**config.mk**
```make
export PLATFORM = sky130hd
export DESIGN_NAME = pwm_multi_flat
export DESIGN_NICKNAME = d
export VERILOG_FILES = /design/src/rtl/pwm_pkg.sv /design/src/rtl/pwm_multi_if.sv /design/src/rtl/pwm_chan.sv /design/src/rtl/pwm_multi.sv /design/src/flat_wrapper.sv
export SDC_FILE = /design/constraint.sdc
export NUM_CORES = 1
export LEC_CHECK = 0
export ABC_AREA = 1
export CORE_MARGIN = 3
export CORE_UTILIZATION = 60
export CTS_BUF_LIST = sky130_fd_sc_hd__clkbuf_4 sky130_fd_sc_hd__clkbuf_8
export DETAILED_ROUTE_END_ITERATION = 12
export PLACE_DENSITY = 0.85
export SLEW_MARGIN = 20
export SYNTH_ARGS = -nofsm -noshare
export SYNTH_HDL_FRONTEND = slang
export SYNTH_HIERARCHICAL = 1
export SYNTH_SLANG_ARGS = --single-unit
```
**constraint.sdc**
```tcl
create_clock -name clk -period 3.05 [get_ports clk]
set_input_delay 0.61 -clock clk [delete_from_list [all_inputs] [get_ports clk]]
set_output_delay 0.61 -clock clk [all_outputs]
set_load 0.05 [all_outputs]
```
**src/rtl/pwm_pkg.sv**
```systemverilog
`default_nettype none
// +----------------------------------------------------------------------+
// | pwm_pkg : mode constants and counter direction type for pwm_multi     |
// | Rev 1.0                                                               |
// +----------------------------------------------------------------------+
package pwm_pkg;

  localparam logic MODE_EDGE   = 1'b0;
  localparam logic MODE_CENTER = 1'b1;

  typedef enum logic [0:0] {
    DIR_UP   = 1'b0,
    DIR_DOWN = 1'b1
  } dir_e;

endpackage
`default_nettype wire

```
**src/rtl/pwm_multi_if.sv**
```systemverilog
`default_nettype none
// +----------------------------------------------------------------------+
// | pwm_multi_if : config handshake, enable and PWM output bundle         |
// | Rev 1.0                                                               |
// +----------------------------------------------------------------------+
interface pwm_multi_if #(
  parameter int WIDTH    = 8,
  parameter int CHANNELS = 4
);
  import pwm_pkg::*;

  logic                      enable;
  logic                      cfg_valid;
  logic                      cfg_ready;
  logic [WIDTH-1:0]          cfg_period;
  logic                      cfg_center;
  logic [CHANNELS*WIDTH-1:0] cfg_levels;
  logic                      period_end;
  logic                      cfg_applied;
  logic [CHANNELS-1:0]       out;

  modport master (
    output enable, cfg_valid, cfg_period, cfg_center, cfg_levels,
    input  cfg_ready, period_end, cfg_applied, out
  );

  modport slave (
    input  enable, cfg_valid, cfg_period, cfg_center, cfg_levels,
    output cfg_ready, period_end, cfg_applied, out
  );
endinterface
`default_nettype wire

```
**src/rtl/pwm_chan.sv**
```systemverilog
`default_nettype none
// +----------------------------------------------------------------------+
// | pwm_chan : per-channel compare, polarity invert and output register   |
// | Rev 1.0                                                               |
// +----------------------------------------------------------------------+
module pwm_chan
  import pwm_pkg::*;
#(
  parameter int   WIDTH      = 8,
  parameter logic INVERT_BIT = 1'b0
) (
  input  wire logic             clk,
  input  wire logic             reset,
  input  wire logic             enable,
  input  wire logic [WIDTH-1:0] count,
  input  wire logic [WIDTH-1:0] level,
  output logic                  out
);

  logic out_d;
  logic out_q;

  always_comb begin
    out_d = INVERT_BIT;
    if (enable) begin
      out_d = (count < level) ^ INVERT_BIT;
    end
  end

  always_ff @(posedge clk) begin
    if (reset) begin
      out_q <= INVERT_BIT;
    end else begin
      out_q <= out_d;
    end
  end

  assign out = out_q;

endmodule
`default_nettype wire

```
**src/rtl/pwm_multi.sv**
```systemverilog
`default_nettype none
// +----------------------------------------------------------------------+
// | pwm_multi : shared-counter multi-channel PWM with shadowed config     |
// | Rev 1.0                                                               |
// +----------------------------------------------------------------------+
module pwm_multi
  import pwm_pkg::*;
#(
  parameter int                  WIDTH    = 8,
  parameter int                  CHANNELS = 4,
  parameter logic [CHANNELS-1:0] INVERT   = '0
) (
  input  wire logic  clk,
  input  wire logic  reset,
  pwm_multi_if.slave bus
);

  dir_e                      dir_q, dir_d;
  logic [WIDTH-1:0]          count_q, count_d;
  logic                      pending_q, pending_d;
  logic [WIDTH-1:0]          sh_period_q, sh_period_d;
  logic                      sh_center_q, sh_center_d;
  logic [CHANNELS*WIDTH-1:0] sh_levels_q, sh_levels_d;
  logic [WIDTH-1:0]          act_period_q, act_period_d;
  logic                      act_center_q, act_center_d;
  logic [CHANNELS*WIDTH-1:0] act_levels_q, act_levels_d;

  logic                      w_last;
  logic                      w_boundary;
  logic                      w_apply;
  logic                      w_accept;
  logic [CHANNELS-1:0]       w_out;

  // Center mode with P==1 peaks on the last cycle, so count==1 is the end whatever the direction.
  always_comb begin
    w_last = (count_q == act_period_q);
    if (act_center_q == MODE_CENTER) begin
      w_last = (act_period_q == '0) ||
               ((count_q == WIDTH'(1)) &&
                ((dir_q == DIR_DOWN) || (act_period_q == WIDTH'(1))));
    end
  end

  assign w_boundary = bus.enable && w_last;
  assign w_apply    = pending_q && (w_boundary || !bus.enable);
  assign w_accept   = bus.cfg_valid && !pending_q;

  // Counter / direction FSM: state register
  always_ff @(posedge clk) begin
    if (reset) begin
      count_q <= '0;
      dir_q   <= DIR_UP;
    end else begin
      count_q <= count_d;
      dir_q   <= dir_d;
    end
  end

  // Counter / direction FSM: next state
  always_comb begin
    count_d = count_q + WIDTH'(1);
    dir_d   = dir_q;
    if (!bus.enable || w_boundary) begin
      count_d = '0;
      dir_d   = DIR_UP;
    end else if (act_center_q == MODE_CENTER) begin
      if (dir_q == DIR_DOWN) begin
        count_d = count_q - WIDTH'(1);
      end else if (count_q == act_period_q) begin
        count_d = count_q - WIDTH'(1);
        dir_d   = DIR_DOWN;
      end
    end
  end

  // Counter / direction FSM: outputs
  always_comb begin
    bus.cfg_ready   = !pending_q;
    bus.period_end  = w_boundary;
    bus.cfg_applied = w_apply;
  end

  // Accept and apply never coincide: accept needs an empty shadow, apply a full one.
  always_comb begin
    pending_d    = pending_q;
    sh_period_d  = sh_period_q;
    sh_center_d  = sh_center_q;
    sh_levels_d  = sh_levels_q;
    act_period_d = act_period_q;
    act_center_d = act_center_q;
    act_levels_d = act_levels_q;
    if (w_accept) begin
      sh_period_d = bus.cfg_period;
      sh_center_d = bus.cfg_center;
      sh_levels_d = bus.cfg_levels;
      pending_d   = 1'b1;
    end else if (w_apply) begin
      act_period_d = sh_period_q;
      act_center_d = sh_center_q;
      act_levels_d = sh_levels_q;
      pending_d    = 1'b0;
    end
  end

  always_ff @(posedge clk) begin
    if (reset) begin
      pending_q    <= 1'b0;
      sh_period_q  <= '0;
      sh_center_q  <= MODE_EDGE;
      sh_levels_q  <= '0;
      act_period_q <= '1;
      act_center_q <= MODE_EDGE;
      act_levels_q <= '0;
    end else begin
      pending_q    <= pending_d;
      sh_period_q  <= sh_period_d;
      sh_center_q  <= sh_center_d;
      sh_levels_q  <= sh_levels_d;
      act_period_q <= act_period_d;
      act_center_q <= act_center_d;
      act_levels_q <= act_levels_d;
    end
  end

  for (genvar i = 0; i < CHANNELS; i++) begin : g_chan
    pwm_chan #(
      .WIDTH      (WIDTH),
      .INVERT_BIT (INVERT[i])
    ) u_chan (
      .clk    (clk),
      .reset  (reset),
      .enable (bus.enable),
      .count  (count_q),
      .level  (act_levels_q[i*WIDTH +: WIDTH]),
      .out    (w_out[i])
    );
  end

  assign bus.out = w_out;

endmodule
`default_nettype wire

```
**src/flat_wrapper.sv**
```systemverilog
// flat-port wrapper written by rule: the top's interface ports become plain ports
module pwm_multi_flat import pwm_pkg::*;
#(
  parameter int                  WIDTH    = 8,
  parameter int                  CHANNELS = 4,
  parameter logic [CHANNELS-1:0] INVERT   = '0
)
  (clk, reset, bus_enable, bus_cfg_valid, bus_cfg_period, bus_cfg_center, bus_cfg_levels, bus_cfg_ready, bus_period_end, bus_cfg_applied, bus_out);
  pwm_multi_if #(.WIDTH(WIDTH), .CHANNELS(CHANNELS)) bus_i ();
  input  wire logic clk;
  input  wire logic reset;
  input wire logic [$bits(bus_i.enable)-1:0] bus_enable;
  input wire logic [$bits(bus_i.cfg_valid)-1:0] bus_cfg_valid;
  input wire logic [$bits(bus_i.cfg_period)-1:0] bus_cfg_period;
  input wire logic [$bits(bus_i.cfg_center)-1:0] bus_cfg_center;
  input wire logic [$bits(bus_i.cfg_levels)-1:0] bus_cfg_levels;
  output wire logic [$bits(bus_i.cfg_ready)-1:0] bus_cfg_ready;
  output wire logic [$bits(bus_i.period_end)-1:0] bus_period_end;
  output wire logic [$bits(bus_i.cfg_applied)-1:0] bus_cfg_applied;
  output wire logic [$bits(bus_i.out)-1:0] bus_out;
  assign bus_i.enable = bus_enable;
  assign bus_i.cfg_valid = bus_cfg_valid;
  assign bus_i.cfg_period = bus_cfg_period;
  assign bus_i.cfg_center = bus_cfg_center;
  assign bus_i.cfg_levels = bus_cfg_levels;
  assign bus_cfg_ready = bus_i.cfg_ready;
  assign bus_period_end = bus_i.period_end;
  assign bus_cfg_applied = bus_i.cfg_applied;
  assign bus_out = bus_i.out;
  pwm_multi #(.WIDTH(WIDTH), .CHANNELS(CHANNELS), .INVERT(INVERT)) u_core (.clk(clk), .reset(reset), .bus(bus_i));
endmodule
```
==> flow_summary.ini <==
[timing]
setup_tns_ns = 0
hold_slack_ns = 0.4660
rsz0062_at_grt = false
relSlewSlack = 0.3803
drv_slew = 0
fmax_mhz = 361.1
tightest_slew_ns = 0.9239
setup_viol = 0
min_period_ns = 2.769
final.setup_skew_ns = 0.007953
timing.final.crit_share = 0.9079
hold_violations = 0
fin_ws_ns = 0.2809

[floorplanning]
core_area_um2 = 7767
start_util = 0.6245
io_pins = 52
die_area_um2 = 9200
die_h_um = 95.92
num_rows = 32
die-width_um = 95.92

[power]
p_seq_frac = 0.508
intPower_mw = 1.969
p_total_mw = 2.769
leakage_nw = 2.494
ir_drop_mv = 0.2434
power.density_nw_per_um2 = 496.2
power_frac_comb = 0.175
p_clk_frac = 0.317
switchingPower_uw = 799.9
p_sw_frac = 0.2889

[route]
routed_wirelength_mm = 9.849
wl_per_cell_um = 12.06
ant_nets = 0
vias_per_cell = 5.006
vias = 4090
dr.pass1.iters = 4
drtIter0Drc = 189
drc = 0

[placed_design]
hpwlAfterDp_mm = 7.125
routabilityCongestion = 0.8770
post-place-ws_ns = 0.6106
placed_cells = 801
portBuffers = 51

[layout]
diodes = 0
drive_gt1_frac = 0.07832
area.growth.synth_to_final_pct = 15.04
stdcell_count = 817
nets = 786

[job]
maxCapViolCount = 0

[critical_path]
crit_path_top_delay_cell = dfxtp_1
cp_common_cell = nand2_8
cp_cell_sequence = inv_1, ha_1, nand3_1, nor2_1, nand2_1, nand2_2, nand2_4, nand2_8, nand2_8, inv_8, buf_12
cp-start-kind = flip-flop
cp_max_fo = 35
critPathMaxStageDelay_ns = 0.58
critPathArrivalTime_ns = 2.16
path_class = flip-flop to primary output
worstPathRequired_ns = 2.44
end_kind = primary output

[logic_synthesis]
yosysTopAreaCell = dfxtp_1
synth_fp_nets = 751
synthCells = 675
ys_seq_area_frac = 0.3962
synth_area_um2 = 4851
async_flop_share = 0
synthFlopType = dfxtp_1
yosysWarningCount = 6
synth_top_cell_area_share = 0.3962
synth-seq-cells = 96
synth.distinct_cells = 29
avgSynthCellArea_um2 = 7.187
synth_area_leaders = dfxtp_1 (40%), nor2_1 (12%), nand2_1 (10%)
yosysMostFrequentCell = nor2_1
synth_commonest_cells = nor2_1 (150), nand2_1 (130), dfxtp_1 (96)
synth_edf_count = 0

[clock_tree]
clkTransAtPathRegs_ns = 0.10
clock_latency_ns = 0.36
postCtsSetupBuffers = 0
numClockSinks = 96
cts_root_buf = clkbuf_8
h-tree-depth = 3
ctsResizeCount = 0
cts_hold_buf = 0
cts_tree = built
max-clock-path-buffers = 2
cts_inserted_buffers = 9

[grt]
overflow = 0
grt_pass1_vias = 3689
grt_max_degree = 63
grt_first_pass_wirelength_mm = 16.28
grt_antenna_before_repair = 0
grt.total_usage = 0.2246

[worst_hold_path]
hold_path_class = flip-flop to flip-flop

[run_status]
status = completed
## flip-flops by register name, summed over array words and instances (netlist names)
name                      cells
u_core/sh_levels_q           32
u_core/sh_period_q            8
u_core/g_chan.u_chan/out      4
u_core/sh_center_q            1
u_core/dir_q                  1
u_core/act_period_q           8
u_core/pending_q              1
u_core/act_center_q           1
u_core/act_levels_q          32
u_core/count_q                8
## final cells by class
class	count	area, um^2
clock buffers	10	137.6
flip-flops and latches	96	1922
fillers	647	2187
clock inverters	6	72.57
well taps	102	127.6
inverters	74	285.3
repair buffers	55	560.5
multi-input cells	474	2475
## stage by stage
stage,utilization,cell area (um^2)
floorplan,-,4851
global placement,0.6914,5370
detailed placement,0.6914,5370
CTS,0.7184,5580
global route,0.7184,5580
finish,0.7184,5580
## layout by cell type, fill, tap and decap left out
master           synthesis  routed
nor2_1                 150     150
nand2_1                130     130
dfxtp_1                 96      96
inv_1                   69      68
clkdlybuf4s50_1          0      49
o21ai_0                 45      45
nand3_1                 33      33
ha_1                    31      31
nand3b_1                28      28
a21oi_1                 15      15
nor2_2                  13      13
clkbuf_8                 0      10
xor2_1                   5       5
buf_4                    1       4
inv_2                    3       4
nand2_2                  4       4
o21bai_1                 4       4
nor3b_2                  4       4
a21oi_2                  4       4
inv_6                    0       3
buf_12                   0       2
xnor2_1                  2       2
nand2_8                  2       2
nor3_1                   2       2
clkinv_4                 0       1
clkinvlp_4               0       1
bufinv_16                0       1
xnor2_2                  1       1
nand2_4                  1       1
inv_8                    1       1
clkinv_1                 1       1
## cell families (layout without fill, tap and decap cells)
| logic type | after synthesis | in the layout | share of synthesized area |
|---|---|---|---|
| DFF | 96 | 96 | 0.3962 |
| AOI/OAI and AO/OA | 68 | 68 | 0.07532 |
| buffers and inverters | 105 | 145 | 0.09363 |
| xor gates and xnor gates | 8 | 8 | 0.01599 |
| adders and majority gates | 31 | 31 | 0.07996 |
| and+or+nand+nor | 367 | 367 | 0.3389 |
## per-layer routing
layer / up-vias / track usage / wire length [um]
li1: 2173 / - / -
met1: 1819 / 0.3106 / 5053
met2: 87 / 0.3555 / 4286
met3: 11 / 0.04457 / 411
met4: 0 / 0.06517 / 98
met5: - / 0 / 0
## worst paths after layout
kind                         start                 endpoint  slack [ns]  cells after the start
max              u_core/count_q[1]          bus_cfg_applied        0.28                     11
min reg2reg  u_core/sh_period_q[6]   u_core/act_period_q[6]        0.47                      2
min          u_core/sh_period_q[6]   u_core/act_period_q[6]        0.47                      2
max reg2reg      u_core/count_q[2]  u_core/act_levels_q[28]        0.69                     12
## power by group through the flow
stage                     combinational, mW  sequential (mW)  clock, mW
final                                 0.485             1.41      0.877
after floorplan                       0.336             1.43          0
after global routing                  0.551             1.42      0.936
after CTS                             0.485             1.41      0.896
after detailed placement              0.482             1.44          0
after global placement                0.466             1.43          0
## critical path: cells and delay by family, from the launching register on
family | cells | cell delay [ns]
adder cells (fa/ha/maj) | 1 | 0.21
buffers and inverters | 3 | 0.31
flip-flops | 1 | 0.58
AND/OR/NAND/NOR | 7 | 0.67
No activity file was read; power rests on OpenSTA's default activity.
